### config.mk
export PLATFORM = sky130hd
export DESIGN_NAME = jtag_tap_ctrl
export DESIGN_NICKNAME = d
export VERILOG_FILES = /design/src/rtl/jtag_tap_ctrl.sv
export SDC_FILE = /design/constraint.sdc
export NUM_CORES = 1
export LEC_CHECK = 0
export CORE_MARGIN = 1.5
export CORE_UTILIZATION = 38
export CTS_CLUSTER_DIAMETER = 50
export CTS_CLUSTER_SIZE = 24
export DETAILED_ROUTE_END_ITERATION = 8
export GPL_ROUTABILITY_DRIVEN = 0
export PLACE_DENSITY_LB_ADDON = 0.15
export SLEW_MARGIN = 20
export SYNTH_ARGS = -nofsm -noshare
export SYNTH_HDL_FRONTEND = slang
export SYNTH_SLANG_ARGS = --single-unit
### constraint.sdc
create_clock -name TCLK -period 1.25 [get_ports TCLK]
set_input_delay 0.1875 -clock TCLK [delete_from_list [all_inputs] [get_ports TCLK]]
set_output_delay 0.1875 -clock TCLK [all_outputs]
set_load 0.01 [all_outputs]
### src/rtl/jtag_tap_ctrl.sv
// ============================================================================
//  Module   : jtag_tap_ctrl
//  Brief    : IEEE 1149.1 TAP controller with a 2-bit IR, bypass register and
//             boundary-scan / internal-scan DR control generation.
//  Revision : 1.0 - initial release
// ============================================================================
`default_nettype none

module jtag_tap_ctrl (
   input  logic       TCLK,
   input  logic       TRST,
   input  logic       TMS,
   input  logic       TDI,
   input  logic       TDO_BSR,
   input  logic       TDO_ISR,
   output logic       TDO,
   output logic [1:0] inst,
   output logic       clockdr_bs,
   output logic       shiftdr_bs,
   output logic       updatedr_bs,
   output logic       clockdr_is,
   output logic       shiftdr_is,
   output logic       updatedr_is,
   output logic [3:0] tap_state
);

   typedef enum logic [3:0] {
      TLR   = 4'hF, RTI   = 4'hC, SELDR = 4'h7, CAPDR = 4'h6,
      SHDR  = 4'h2, EX1DR = 4'h1, PADR  = 4'h3, EX2DR = 4'h0,
      UPDR  = 4'h5, SELIR = 4'h4, CAPIR = 4'hE, SHIR  = 4'hA,
      EX1IR = 4'h9, PAIR  = 4'hB, EX2IR = 4'h8, UPIR  = 4'hD
   } tap_state_t;

   localparam logic [1:0] c_extest  = 2'b00;
   localparam logic [1:0] c_sample  = 2'b01;
   localparam logic [1:0] c_bypass  = 2'b10;
   localparam logic [1:0] c_intscan = 2'b11;

   tap_state_t r_state;
   tap_state_t w_next;
   logic [1:0] r_ir_sh;
   logic [1:0] r_inst;
   logic       r_bypass;
   logic       w_sel_bs;
   logic       w_sel_is;

   always_ff @(posedge TCLK) begin
      if (TRST) begin
         r_state  <= TLR;
         r_inst   <= c_bypass;
         r_ir_sh  <= 2'b01;
         r_bypass <= 1'b0;
      end else begin
         r_state <= w_next;
         case (r_state)
            TLR:   r_inst  <= c_bypass;
            CAPIR: r_ir_sh <= 2'b01;
            SHIR:  r_ir_sh <= {TDI, r_ir_sh[1]};
            UPIR:  r_inst  <= r_ir_sh;
            CAPDR: r_bypass <= 1'b0;
            SHDR:  if (r_inst == c_bypass) r_bypass <= TDI;
            default: ;
         endcase
      end
   end

   always_comb begin
      w_next = r_state;
      case (r_state)
         TLR:   w_next = TMS ? TLR   : RTI;
         RTI:   w_next = TMS ? SELDR : RTI;
         SELDR: w_next = TMS ? SELIR : CAPDR;
         CAPDR: w_next = TMS ? EX1DR : SHDR;
         SHDR:  w_next = TMS ? EX1DR : SHDR;
         EX1DR: w_next = TMS ? UPDR  : PADR;
         PADR:  w_next = TMS ? EX2DR : PADR;
         EX2DR: w_next = TMS ? UPDR  : SHDR;
         UPDR:  w_next = TMS ? SELDR : RTI;
         SELIR: w_next = TMS ? TLR   : CAPIR;
         CAPIR: w_next = TMS ? EX1IR : SHIR;
         SHIR:  w_next = TMS ? EX1IR : SHIR;
         EX1IR: w_next = TMS ? UPIR  : PAIR;
         PAIR:  w_next = TMS ? EX2IR : PAIR;
         EX2IR: w_next = TMS ? UPIR  : SHIR;
         UPIR:  w_next = TMS ? SELDR : RTI;
         default: w_next = TLR;
      endcase
   end

   // EXTEST and SAMPLE both route the DR scan to the boundary-scan chain
   assign w_sel_bs = (r_inst == c_extest) || (r_inst == c_sample);
   assign w_sel_is = (r_inst == c_intscan);

   always_comb begin
      clockdr_bs  = 1'b0;
      shiftdr_bs  = 1'b0;
      updatedr_bs = 1'b0;
      clockdr_is  = 1'b0;
      shiftdr_is  = 1'b0;
      updatedr_is = 1'b0;
      TDO         = 1'b0;
      case (r_state)
         CAPDR: begin
            clockdr_bs = w_sel_bs;
            clockdr_is = w_sel_is;
         end
         SHDR: begin
            clockdr_bs = w_sel_bs;
            clockdr_is = w_sel_is;
            shiftdr_bs = w_sel_bs;
            shiftdr_is = w_sel_is;
            if (w_sel_bs)      TDO = TDO_BSR;
            else if (w_sel_is) TDO = TDO_ISR;
            else               TDO = r_bypass;
         end
         UPDR: begin
            updatedr_bs = w_sel_bs;
            updatedr_is = w_sel_is;
         end
         SHIR: TDO = r_ir_sh[0];
         default: ;
      endcase
   end

   assign inst      = r_inst;
   assign tap_state = r_state;

endmodule

`default_nettype wire

==> metrics.yaml <==
status: "finished with violations"
violations: "negative setup slack"
hold_slack_ns: 0.564
io_pins: 19
ys_warn_count: 0
reg2reg_to: "r_bypass$_SDFFE_PP0P_"
maxCapViolCount: 0
start_util_pct: 40.8
pwr_density_cell_nw_per_um2: 911
worst_slack_ns: -0.235
final_hold_viol_count: 0
area_delta_synth_final_pct: 92.9
crit_type: "flop to output pin"
hold_depth: 2
vias_per_cell: 5.25
place_area_sq_um: 876
cts_sinks: 9
avgSynthCellArea_sq_um: 7.80
drt-initial-drc-count: 8
end_kind: "output pin"
grt.overflow.total: 0
max-slew-margin-rel_pct: 87.1
core.rowCount: 13
worst_setup_path_start_kind: "flop"
finalWirelength_um: 1800
drc_errors: 0
rr_startpoint: "tap_state[3]$_SDFF_PP1_"
port_buffers: 18
drive_above_1_share_pct: 54.9
synth_common_cells: "dfxtp_1 (9), nand2b_1 (6), nor2_1 (6)"
critPathArrivalTime_ns: 1.30
r2r_cells: 4
die_y_um: 40.4
post_drt_wl_per_cell_um: 14.0
synth-main-ff-cell: "dfxtp_1"
synth_cells: 68
syn-num-nets: 74
dp_hpwl_um: 1190
synth_seq_cells: 9
design_area_sq_um: 1020
grtUsageTotal_pct: 24.1
route.antenna.remaining_nets: 0
root_buffer: "clkbuf_4"
synth_edf_count: 0
htreeDepth: 1
tightest_slew_ns: 0.188
min_to: "inst[1]$_SDFFE_PP1P_"
hp-class: "flop to flop"
firstDrtPassIters: 4
cts_tree: "done"
diodes: 0
cp_max_fo: 2
synth_top_area_share_pct: 34.0
synth-async-reset-ratio_pct: 0
place_ws_ns: -0.700
synth_area_leaders: "dfxtp_1 (34%), nand2b_1 (7.1%), nor2_1 (4.2%)"
grt_pass1_wl_um: 2470
synthDistinctLibCells: 26
min-delay-start: "r_ir_sh[1]$_SDFFE_PP0N_"
antenna_found_initial: 0
clockBufferDepth: 2
synthesis.area_sq_um: 531
yosysTopAreaCell: "dfxtp_1"
maxSlewViolCount: 0
fin_crit_sh_pct: 119
synth.most_common_cell: "dfxtp_1"
yosysSeqAreaShare_pct: 34.0
die_x_um: 40.4
setup_viol: 9
clk_pin_slew_ns: 0.07
max_freq_mhz: 673
power.leakage_nw: 0.473
setup_tns_ns: -1.47
die_area_sq_um: 1630
grt_max_degree: 10
cp.required_ns: 1.06
clk_latency_ns: 0.26
rsz0062_at_grt: "true"
nets: 120
num_vias: 672
cts_buffers: 3
core_region_area_sq_um: 1300
first_global_vias: 576
irDropWorstVdd_mv: 0.611
min_period_ns: 1.48
finClkSkew_ns: 0.00244
r2r_slack_ns: -0.19
[state kept, by name, summed over array words and instances (netlist names)]
| signal | flops |
|---|---|
| tap_state | 4 |
| inst | 2 |
| r_ir_sh | 2 |
| r_bypass | 1 |
[logic make-up after synthesis]
group,share of synthesized area [%]
compound gates,19.6
buf+inv,7.31
flops,34.0
mux,5.90
simple gates,33.3
[routing by layer]
layer / vias up / wire length [um] / GRT usage, %
met2: 20 / 955 / 46.8
met4: 0 / 14 / 10.0
met3: 2 / 74 / 5.00
met1: 321 / 753 / 24.2
met5: - / 0 / 0
li1: 329 / - / -
[metrics by stage]
| stage | instances | power [mW] | util [%] |
|---|---|---|---|
| 3_3_place_gp | 116 | 0.614 | 67.3 |
| 4_1_cts | 126 | 0.895 | 74.4 |
| 6_report | 128 | 0.933 | 78.7 |
| 3_5_place_dp | 116 | 0.622 | 67.3 |
| 2_1_floorplan | 68 | 0.480 | - |
| 5_1_grt | 128 | 0.982 | 78.7 |
[cell type report]
class / instances / area (sq um)
Timing Repair Buffer: 47 / 390
Multi-Input combinational cell: 50 / 384
Fill cell: 91 / 278
Sequential cell: 9 / 193
Clock buffer: 4 / 26.3
Tap cell: 15 / 18.8
Inverter: 3 / 11.3
[where the power goes]
part / switching [mW] / internal [mW]
clock: 0.107 / 0.123
combinational: 0.157 / 0.212
sequential: 0.0231 / 0.311
total: 0.287 / 0.646
[critical path: stages (launching register included)]
cell and delay, ns:
dfxtp_2 0.33, mux2i_1 0.11, a211o_1 0.27, a211oi_2 0.17, buf_2 0.16
[worst max-delay path by stage]
stage                               from   to  slack, ns  cells past startpoint
floorplan           inst[1]$_SDFFE_PP1P_  TDO      -0.02                      4
global placement                 TDO_ISR  TDO      -0.70                      5
detailed placement               TDO_ISR  TDO      -0.70                      5
CTS                 inst[0]$_SDFFE_PP0P_  TDO      -0.27                      4
global route        inst[0]$_SDFFE_PP0P_  TDO      -0.31                      4
finish              inst[0]$_SDFFE_PP0P_  TDO      -0.23                      4
[layout by cell type, fill, tap and decap left out, types with 2 or more instances in the layout]
master / synthesis / final
a21oi_1: 4 / 2
a31oi_1: 2 / 2
buf_2: 4 / 8
buf_4: 0 / 19
buf_6: 0 / 10
clkbuf_4: 0 / 3
clkdlybuf4s15_1: 0 / 2
clkdlybuf4s50_1: 0 / 4
dfxtp_1: 9 / 3
dfxtp_2: 0 / 4
dfxtp_4: 0 / 2
dlygate4sd2_1: 0 / 4
inv_1: 3 / 3
mux2i_1: 2 / 2
nand2_1: 5 / 4
nand2b_1: 6 / 5
nand3b_1: 2 / 2
nor2_1: 6 / 3
nor2_2: 0 / 3
nor3_1: 3 / 2
o21ai_0: 3 / 2
o21bai_1: 2 / 2
or3b_4: 1 / 2
or4_1: 2 / 2
[what timing repair did]
action	in CTS	in global routing
hold buffers	0	0
setup buffers	6	2
pin swaps	4	8
endpoints found under the setup margin	16	13
gates cloned	0	0
gates resized for setup	58	11
Note: power is estimated with default switching activity, not from simulation.
